<file path="config.mk">
export PLATFORM = sky130hd
export DESIGN_NAME = csr_access_ctrl_flat
export DESIGN_NICKNAME = d
export VERILOG_FILES = /design/src/rtl/csr_access_ctrl_if.sv /design/src/rtl/csr_access_ctrl.sv /design/src/flat_wrapper.sv
export SDC_FILE = /design/constraint.sdc
export NUM_CORES = 1
export LEC_CHECK = 0
export ABC_CLOCK_PERIOD_IN_PS = 8300
export CAP_MARGIN = 20
export CORE_MARGIN = 3
export CORE_UTILIZATION = 25
export DETAILED_ROUTE_END_ITERATION = 10
export GPL_TIMING_DRIVEN = 0
export SYNTH_ARGS = -nofsm -noshare
export SYNTH_HDL_FRONTEND = slang
export SYNTH_SLANG_ARGS = --single-unit
</file>
<file path="constraint.sdc">
create_clock -name clk -period 8.3 [get_ports clk]
set_clock_uncertainty 0.05 [all_clocks]
set_input_delay 1.66 -clock clk [delete_from_list [all_inputs] [get_ports clk]]
set_output_delay 1.66 -clock clk [all_outputs]
set_load 0.01 [all_outputs]
</file>
<file path="src/rtl/csr_access_ctrl_if.sv">
`default_nettype none
// ============================================================================
// Module      : csr_access_ctrl_if
// Description : Request/response handshake bundle between the EX/WB stages
//               and the CSR access controller.
//               master : EX/WB side (drives request, accepts response)
//               slave  : CSR controller side
//   req_valid/req_ready  request handshake
//   req_op[2:0]          [2]=immediate form, [1:0] 00 wr / 01 set / 10 clr
//   req_addr[11:0]       CSR address
//   req_rs1_val[31:0]    rs1 value (register form)
//   req_src_idx[4:0]     rs1 index or zimm
//   rsp_valid/rsp_ready  response handshake
//   rsp_rdata[31:0]      old CSR value
//   rsp_illegal          illegal-instruction flag
// Revision    : 1.0 - initial release
// ============================================================================
interface csr_access_ctrl_if;
  logic        req_valid;
  logic        req_ready;
  logic [2:0]  req_op;
  logic [11:0] req_addr;
  logic [31:0] req_rs1_val;
  logic [4:0]  req_src_idx;
  logic        rsp_valid;
  logic        rsp_ready;
  logic [31:0] rsp_rdata;
  logic        rsp_illegal;

  modport master (
    output req_valid, req_op, req_addr, req_rs1_val, req_src_idx, rsp_ready,
    input  req_ready, rsp_valid, rsp_rdata, rsp_illegal
  );

  modport slave (
    input  req_valid, req_op, req_addr, req_rs1_val, req_src_idx, rsp_ready,
    output req_ready, rsp_valid, rsp_rdata, rsp_illegal
  );
endinterface
`default_nettype wire

</file>
<file path="src/rtl/csr_access_ctrl.sv">
`default_nettype none
// ============================================================================
// Module      : csr_alu / csr_access_ctrl
// Description : Zicsr instruction sequencer against a machine-mode CSR file,
//               including free-running mcycle / minstret counters.
//   clk            clock, all state on rising edge
//   rst_n          synchronous active-low reset
//   bus            request/response handshake (slave modport)
//   instret_inc    one instruction retired this cycle
//   mtvec_o        current mtvec
//   mepc_o         current mepc
//   mstatus_mie_o  current mstatus.MIE
// Revision    : 1.0 - initial release
// ============================================================================

// New-value computation for CSRRW/CSRRS/CSRRC and their immediate forms.
module csr_alu (
  input  logic [1:0]  op,
  input  logic [31:0] old_val,
  input  logic [31:0] operand,
  output logic [31:0] new_val
);
  always_comb begin
    new_val = old_val;
    case (op)
      2'b00:   new_val = operand;
      2'b01:   new_val = old_val | operand;
      2'b10:   new_val = old_val & ~operand;
      default: new_val = old_val;
    endcase
  end
endmodule

module csr_access_ctrl #(
  parameter logic [31:0] HART_ID     = 32'h0000_0000,
  parameter logic [31:0] MTVEC_RESET = 32'h0000_0000
) (
  input  logic                    clk,
  input  logic                    rst_n,
  csr_access_ctrl_if.slave        bus,
  input  logic                    instret_inc,
  output logic [31:0]             mtvec_o,
  output logic [31:0]             mepc_o,
  output logic                    mstatus_mie_o
);

  localparam logic [11:0] A_MSTATUS   = 12'h300;
  localparam logic [11:0] A_MIE       = 12'h304;
  localparam logic [11:0] A_MTVEC     = 12'h305;
  localparam logic [11:0] A_MSCRATCH  = 12'h340;
  localparam logic [11:0] A_MEPC      = 12'h341;
  localparam logic [11:0] A_MCAUSE    = 12'h342;
  localparam logic [11:0] A_MCYCLE    = 12'hB00;
  localparam logic [11:0] A_MINSTRET  = 12'hB02;
  localparam logic [11:0] A_MCYCLEH   = 12'hB80;
  localparam logic [11:0] A_MINSTRETH = 12'hB82;
  localparam logic [11:0] A_CYCLE     = 12'hC00;
  localparam logic [11:0] A_INSTRET   = 12'hC02;
  localparam logic [11:0] A_CYCLEH    = 12'hC80;
  localparam logic [11:0] A_INSTRETH  = 12'hC82;
  localparam logic [11:0] A_MHARTID   = 12'hF14;

  localparam logic [31:0] MIE_MASK    = 32'h0000_0888;
  localparam logic [31:0] ALIGN_MASK  = 32'hFFFF_FFFC;

  typedef enum logic [1:0] {
    ST_IDLE  = 2'd0,
    ST_READ  = 2'd1,
    ST_WRITE = 2'd2,
    ST_RESP  = 2'd3
  } state_t;

  state_t      state;

  // Latched request
  logic [1:0]  op_q;
  logic [11:0] addr_q;
  logic [31:0] operand_q;
  logic        wr_en_q;

  // READ-stage results
  logic [31:0] old_q;
  logic        illegal_q;

  // CSR storage
  logic        mstatus_mie;
  logic        mstatus_mpie;
  logic [31:0] mie_q;
  logic [31:0] mtvec_q;
  logic [31:0] mscratch_q;
  logic [31:0] mepc_q;
  logic [31:0] mcause_q;
  logic [63:0] mcycle_q;
  logic [63:0] minstret_q;

  logic [31:0] read_val;
  logic        mapped;
  logic        legal_now;
  logic [31:0] alu_out;
  logic        do_write;

  // Post-mask read view of the currently latched address.
  always_comb begin
    read_val = 32'h0;
    mapped   = 1'b1;
    case (addr_q)
      A_MSTATUS:               read_val = {19'h0, 2'b11, 3'b000, mstatus_mpie,
                                           3'b000, mstatus_mie, 3'b000};
      A_MIE:                   read_val = mie_q;
      A_MTVEC:                 read_val = mtvec_q;
      A_MSCRATCH:              read_val = mscratch_q;
      A_MEPC:                  read_val = mepc_q;
      A_MCAUSE:                read_val = mcause_q;
      A_MCYCLE,   A_CYCLE:     read_val = mcycle_q[31:0];
      A_MCYCLEH,  A_CYCLEH:    read_val = mcycle_q[63:32];
      A_MINSTRET, A_INSTRET:   read_val = minstret_q[31:0];
      A_MINSTRETH, A_INSTRETH: read_val = minstret_q[63:32];
      A_MHARTID:               read_val = HART_ID;
      default:                 mapped   = 1'b0;
    endcase
  end

  // addr[11:10]==2'b11 is the read-only CSR space.
  assign legal_now = (op_q != 2'b11) && mapped &&
                     !(wr_en_q && (addr_q[11:10] == 2'b11));

  csr_alu u_alu (
    .op      (op_q),
    .old_val (old_q),
    .operand (operand_q),
    .new_val (alu_out)
  );

  assign do_write = (state == ST_WRITE) && wr_en_q && !illegal_q;

  always_ff @(posedge clk) begin
    if (!rst_n) begin
      state           <= ST_IDLE;
      op_q            <= 2'b00;
      addr_q          <= 12'h0;
      operand_q       <= 32'h0;
      wr_en_q         <= 1'b0;
      old_q           <= 32'h0;
      illegal_q       <= 1'b0;
      bus.req_ready   <= 1'b1;
      bus.rsp_valid   <= 1'b0;
      bus.rsp_rdata   <= 32'h0;
      bus.rsp_illegal <= 1'b0;
      mstatus_mie     <= 1'b0;
      mstatus_mpie    <= 1'b0;
      mie_q           <= 32'h0;
      mtvec_q         <= MTVEC_RESET & ALIGN_MASK;
      mscratch_q      <= 32'h0;
      mepc_q          <= 32'h0;
      mcause_q        <= 32'h0;
    end else begin
      case (state)
        ST_IDLE: begin
          if (bus.req_valid && bus.req_ready) begin
            op_q          <= bus.req_op[1:0];
            addr_q        <= bus.req_addr;
            operand_q     <= bus.req_op[2] ? {27'h0, bus.req_src_idx}
                                           : bus.req_rs1_val;
            // Set/clear with rs1=x0 or zimm=0 is a pure read.
            wr_en_q       <= (bus.req_op[1:0] == 2'b00) ||
                             (bus.req_src_idx != 5'd0);
            bus.req_ready <= 1'b0;
            state         <= ST_READ;
          end
        end
        ST_READ: begin
          old_q     <= read_val;
          illegal_q <= !legal_now;
          state     <= ST_WRITE;
        end
        ST_WRITE: begin
          if (do_write) begin
            case (addr_q)
              A_MSTATUS: begin
                mstatus_mie  <= alu_out[3];
                mstatus_mpie <= alu_out[7];
              end
              A_MIE:      mie_q      <= alu_out & MIE_MASK;
              A_MTVEC:    mtvec_q    <= alu_out & ALIGN_MASK;
              A_MSCRATCH: mscratch_q <= alu_out;
              A_MEPC:     mepc_q     <= alu_out & ALIGN_MASK;
              A_MCAUSE:   mcause_q   <= alu_out;
              default: ;  // counters are written in their own block
            endcase
          end
          bus.rsp_valid   <= 1'b1;
          bus.rsp_rdata   <= illegal_q ? 32'h0 : old_q;
          bus.rsp_illegal <= illegal_q;
          state           <= ST_RESP;
        end
        ST_RESP: begin
          if (bus.rsp_ready) begin
            bus.rsp_valid <= 1'b0;
            bus.req_ready <= 1'b1;
            state         <= ST_IDLE;
          end
        end
        default: state <= ST_IDLE;
      endcase
    end
  end

  // Counters: a CSR write to a half replaces it and suppresses the increment.
  always_ff @(posedge clk) begin
    if (!rst_n) begin
      mcycle_q   <= 64'h0;
      minstret_q <= 64'h0;
    end else begin
      if (do_write && addr_q == A_MCYCLE)
        mcycle_q <= {mcycle_q[63:32], alu_out};
      else if (do_write && addr_q == A_MCYCLEH)
        mcycle_q <= {alu_out, mcycle_q[31:0]};
      else
        mcycle_q <= mcycle_q + 64'd1;

      if (do_write && addr_q == A_MINSTRET)
        minstret_q <= {minstret_q[63:32], alu_out};
      else if (do_write && addr_q == A_MINSTRETH)
        minstret_q <= {alu_out, minstret_q[31:0]};
      else if (instret_inc)
        minstret_q <= minstret_q + 64'd1;
    end
  end

  assign mtvec_o       = mtvec_q;
  assign mepc_o        = mepc_q;
  assign mstatus_mie_o = mstatus_mie;

endmodule
`default_nettype wire

</file>
<file path="src/flat_wrapper.sv">
// flat-port wrapper written by rule: the top's interface ports become plain ports
module csr_access_ctrl_flat 
#(
  parameter logic [31:0] HART_ID     = 32'h0000_0000,
  parameter logic [31:0] MTVEC_RESET = 32'h0000_0000
)
  (clk, rst_n, instret_inc, mtvec_o, mepc_o, mstatus_mie_o, bus_req_valid, bus_req_op, bus_req_addr, bus_req_rs1_val, bus_req_src_idx, bus_rsp_ready, bus_req_ready, bus_rsp_valid, bus_rsp_rdata, bus_rsp_illegal);
  csr_access_ctrl_if bus_i ();
  input  logic clk;
  input  logic rst_n;
  input  logic instret_inc;
  output logic [31:0] mtvec_o;
  output logic [31:0] mepc_o;
  output logic mstatus_mie_o;
  input wire logic [$bits(bus_i.req_valid)-1:0] bus_req_valid;
  input wire logic [$bits(bus_i.req_op)-1:0] bus_req_op;
  input wire logic [$bits(bus_i.req_addr)-1:0] bus_req_addr;
  input wire logic [$bits(bus_i.req_rs1_val)-1:0] bus_req_rs1_val;
  input wire logic [$bits(bus_i.req_src_idx)-1:0] bus_req_src_idx;
  input wire logic [$bits(bus_i.rsp_ready)-1:0] bus_rsp_ready;
  output wire logic [$bits(bus_i.req_ready)-1:0] bus_req_ready;
  output wire logic [$bits(bus_i.rsp_valid)-1:0] bus_rsp_valid;
  output wire logic [$bits(bus_i.rsp_rdata)-1:0] bus_rsp_rdata;
  output wire logic [$bits(bus_i.rsp_illegal)-1:0] bus_rsp_illegal;
  assign bus_i.req_valid = bus_req_valid;
  assign bus_i.req_op = bus_req_op;
  assign bus_i.req_addr = bus_req_addr;
  assign bus_i.req_rs1_val = bus_req_rs1_val;
  assign bus_i.req_src_idx = bus_req_src_idx;
  assign bus_i.rsp_ready = bus_rsp_ready;
  assign bus_req_ready = bus_i.req_ready;
  assign bus_rsp_valid = bus_i.rsp_valid;
  assign bus_rsp_rdata = bus_i.rsp_rdata;
  assign bus_rsp_illegal = bus_i.rsp_illegal;
  csr_access_ctrl #(.HART_ID(HART_ID), .MTVEC_RESET(MTVEC_RESET)) u_core (.clk(clk), .rst_n(rst_n), .bus(bus_i), .instret_inc(instret_inc), .mtvec_o(mtvec_o), .mepc_o(mepc_o), .mstatus_mie_o(mstatus_mie_o));
endmodule
</file>
# Word level (Yosys, flattened, before mapping)
# Index checks and enable logic that the tools add are counted.
[op_classes] addsub=2 eq_ne=26 mux=18 bitwise=4 n_reduce_logical=39
[op_table] op="$pmux 32 s10" n=1
[op_table] op="$mux 64" n=3
[op_table] op="$add 64x1->64 const B" n=2
[op_table] op="$mux 32" n=4
[op_table] op="$eq 12x12->1 const B" n=9
[op_table] op="$pmux 32 s3" n=1
[op_table] op="$eq 12x10->1 const B" n=6
[op_table] op="$and 32x32->32" n=1
[op_table] op="$not 32->32" n=1
[op_table] op="$or 32x32->32" n=1
[op_table] op="$reduce_and 3->1" n=7
[op_table] op="$reduce_or 15->1" n=1
[op_table] op="$logic_and 1x1->1" n=10
[op_table] op="$reduce_and 2->1" n=5
[op_table] op="$eq 2x2->1 const B" n=4
[op_table] op="$pmux 2 s4" n=1
[op_table] op="$reduce_bool 2->1" n=4
[op_table] op="$reduce_or 2->1" n=4
[op_table] op="$logic_not 2->1" n=3
[op_table] op="$ne 2x1->1 const B" n=3
[op_table] op="$reduce_bool 5->1" n=1
[op_table] op="$eq 2x1->1 const B" n=2
[op_table] op="$mux 1" n=4
[op_table] op="$mux 2" n=2
[op_table] op="other kinds (5)" n=9
[totals] register_bits=374 input_bits=57 word_cells=111

# Depth between registers and ports, before layout
[logic_depth] word_depth=6 mapped_depth=11

# Hierarchy
# Synthesis repeated with hierarchy kept, for this count alone.
[unflattened] cells_unflattened=2625 hier_area_um2=20250.7
[modules_own_cells] mod="csr_access_ctrl" instances=1 cells_per_inst=2487 area_per_inst_um2=19423.6
[modules_own_cells] mod="csr_alu" instances=1 cells_per_inst=138 area_per_inst_um2=827.0

# Least setup slack after synthesis
# Ideal clock, no wire load.
[synth_timing] path_type="input to register" from="input rst_n" to="register u_core.old_q[0]" setup_ns=0.075 arrival_ns=3.119 t_required_ns=8.175 slack_ns=5.056 path_stages=8 path_cell_list="clkbuf_1 -> inv_1 -> clkbuf_1 -> nor2_1 -> clkbuf_1 -> clkbuf_1 -> nand2_1 -> o21ai_0"
[synth_rtl] element="from (decl)" line_no="flat_wrapper.sv:10" text="input logic rst_n;"
[synth_rtl] element="to (signal assigned)" line_no="csr_access_ctrl.sv:172" text="old_q <= read_val;"
[synth_rtl] element="to (decl)" line_no="csr_access_ctrl.sv:82" text="logic [31:0] old_q;"

# Worst setup path in the final report
[layout_timing] from="input rst_n" to="register u_core.minstret_q[16]"
[layout_rtl] element="to (signal assigned)" line_no="csr_access_ctrl.sv:222" text="minstret_q <= {minstret_q[63:32], alu_out};"
[layout_rtl] element="to (signal assigned)" line_no="csr_access_ctrl.sv:224" text="minstret_q <= {alu_out, minstret_q[31:0]};"
[layout_rtl] element="to (signal assigned)" line_no="csr_access_ctrl.sv:226" text="minstret_q <= minstret_q + 64'd1;"
[layout_rtl] element="to (decl)" line_no="csr_access_ctrl.sv:94" text="logic [63:0] minstret_q;"
# No word-level cell between the ends.

==> results.toml <==
[power_and_ir_drop]
p_per_area_mw_per_mm2 = 199
power_mw = 4.84
p_leak_nw = 7.53
ir_worst_vdd_mv = 0.133

[placed_design]
pre_cts_slack_ns = 3.49
port_buffers = 151
post-dp-hpwl_um = 79200
dpl-instance-area_mm2 = 0.0228
place_congestion = 1.05
placedCellCount = 3759

[setup_path]
reg2regPathDepth = 10
reg2reg_slack_ns = 4.10
path_class = "in -> reg"
path_cells = "clkbuf_1, inv_1, clkbuf_1, clkbuf_1, clkbuf_1, a211oi_1"
crit_path_frequent_cell = "clkbuf_1"
critPathCaptureType = "flip-flop"
timing.rr.end = "u_core.mcycle_q[3]$_SDFFE_PN0P_"
cpPeakStageDelay_ns = 0.79
crit_slowest_cell = "clkbuf_1"
startpoint_type = "input pin"
cp_max_fo = 10
required_ns = 8.67
worst_ep_arrival_time_ns = 4.58
worstReg2RegStart = "u_core.state[0]$_SDFFE_PN0P_"

[cells_and_area]
final_util = 0.319
design_area_mm2 = 0.0243
fillers = 8224
multi_input_area_mm2 = 0.0111
syn_to_final_growth_pct = 25.5
post_layout_nonfiller_instances = 3842
nets = 2841
drive_gt1_frac = 0.0676
final_common_cell = "nand2_1"
seqCellArea_mm2 = 0.00749
mostFrequentLayoutCells = "nand2_1 (383), dfxtp_1 (374), a21oi_1 (294), nor2_1 (216), clkbuf_1 (181)"

[timing]
slew_viol_final = 0
setup_viol = 0
fin_crit_ns = 4.21
whs_ns = 0.401
tns_ns = 0
timing.final.ws_setup_ns = 4.09
worst_pin_slew_ns = 1.14
rsz0062_at_grt = "false"
clock.fmax_mhz = 237
fin_crit_sh = 0.508
slew-limit-headroom = 0.232
hold_violations = 0

[clock_tree]
cts_max_level = 2
cts_buffers = 43
cts_hold_buf = 0
max-clock-path-buffers = 3
cts_tree = "yes"
clk_pin_slew_ns = 0.06
clk_latency_ns = 0.60
cts_sinks = 374
postCtsResizedCells = 0
cts_root_buffer = "clkbuf_16"
cts_setup_buffers = 0

[synthesis]
yosysTopAreaCell = "dfxtp_1"
postSynthAreaPerCell_um2 = 7.61
synth-xor-area-share = 0.0181
yosys_warnings = 0
synthTopCellsByArea = "dfxtp_1 (39%), a21oi_1 (7.6%), nand2_1 (7.4%)"
ys_ff_latch = 374
yosysTopAreaCellShare = 0.386
synth_compound_area_frac = 0.228
synth_cell_types = 79
syn-instance-count = 2546
synth_mux_area_frac = 0.0392
synthAdderAreaFrac = 0.00387
synth_edf_count = 0
yosysSeqAreaShare = 0.386
syn_area_mm2 = 0.0194
yosys.area_share.simple = 0.271
dominantRegCellSynth = "dfxtp_1"
async_flop_share = 0
synth_top_family_by_area = "simple AND/OR/NAND/NOR gates"

[drt]
drc = 0
drtIter0Drc = 3127
via_count = 22200
drtAntennaViolNets = 0
dr.pass1.iters = 6
drt-total-wl_um = 104000
via_per_inst = 5.78
post_drt_wl_per_cell_um = 26.9

[floorplan]
design.die.area_mm2 = 0.0809
coreArea_mm2 = 0.0763
initial_core_util = 0.254
row_count = 101
io_pins = 157
die_y_um = 284
die_w_um = 284

[worst_hold_path]
hold_end = "u_core.mscratch_q[13]$_SDFFE_PN0P_"
min_from = "u_core.mscratch_q[13]$_SDFFE_PN0P_"
hold_depth = 2
hold_path_class = "reg -> reg"

[global_routing]
antenna_found_initial = 4
grt_usage = 0.245
grt-ovfl-total = 0
grt_max_degree = 14
grt_pass1_vias = 20500
grt_pass1_wl_um = 147000

[outcome]
status = "completed"

[job]
maxCapViolCount = 0
worst max-delay path: cells and delay by family:
kind / cells / cell delay, ns
buffers and inverters: 5 / 2.80
AOI/OAI and AO/OA: 1 / 0.09
cell families (layout without fill, tap and decap cells):
family                     count (synthesis)  count (layout)
buffers and inverters                    269             531
adders and majority gates                  6               6
muxes                                     73              73
and+or+nand+nor                         1081            1081
DFF                                      374             374
xor gates and xnor gates                  40              40
other                                      1               5
AOI/OAI and AO/OA                        702             702
synth_stat cells, drive strengths merged (26+ instances only):
cell type and instances:
inv 74, a21oi 294, a22oi 62, nand3 87, nor2 216, o211ai 26, nor2b 38, mux2i 50
nor4 38, o22ai 39, nor3 95, clkbuf 178, o21ai 79, nand2 383, a211oi 28, a31oi 37
nand4 70, nand3b 28, dfxtp 374
power by group:
part           switching (mW)  internal (mW)  total, mW
Combinational           0.682          0.253      0.935
Clock                   0.853           1.16       2.02
Sequential             0.0456           1.84       1.89
Total                    1.58           3.26       4.84
flip-flops by register name (all words and copies together), names as in the netlist:
signal / flops
u_core.mcycle_q: 64
u_core.minstret_q: 64
u_core.bus.rsp_rdata: 32
u_core.mcause_q: 32
u_core.mscratch_q: 32
u_core.old_q: 32
u_core.operand_q: 32
u_core.mepc_o: 30
u_core.mtvec_o: 30
u_core.addr_q: 12
u_core.mie_q: 3
u_core.op_q: 2
u_core.state: 2
u_core.bus.req_ready: 1
u_core.bus.rsp_illegal: 1
u_core.bus.rsp_valid: 1
u_core.illegal_q: 1
u_core.mstatus_mie_o: 1
u_core.mstatus_mpie: 1
u_core.wr_en_q: 1
worst max path at each step:
stage	to	start
after floorplan	u_core.old_q[0]$_SDFFE_PN0N_	rst_n
after global placement	u_core.minstret_q[49]$_SDFFE_PN0P_	rst_n
after detailed placement	u_core.mcycle_q[22]$_SDFFE_PN0P_	rst_n
after CTS	u_core.mcycle_q[22]$_SDFFE_PN0P_	rst_n
after global routing	u_core.mcycle_q[3]$_SDFFE_PN0P_	u_core.state[0]$_SDFFE_PN0P_
final	u_core.minstret_q[16]$_SDFFE_PN0P_	rst_n
cell type report:
type | count | share of cell area
Multi-Input combinational cell | 1906 | 0.455
Sequential cell | 374 | 0.308
Timing Repair Buffer | 184 | 0.0804
Tap cell | 1030 | 0.0530
Clock buffer | 59 | 0.0517
Buffer | 195 | 0.0312
Inverter | 74 | 0.0114
Clock inverter | 19 | 0.00885
Antenna cell | 1 | 0.000103
metal layers:
layer  GRT usage  part of all wire  up-vias
li1            -                 -     9713
met1       0.326              0.40    10600
met2       0.362              0.41     1547
met3      0.0491              0.11      331
met4       0.151             0.073        4
met5           0           0.00028        -
(Power assumes the default switching activity.)
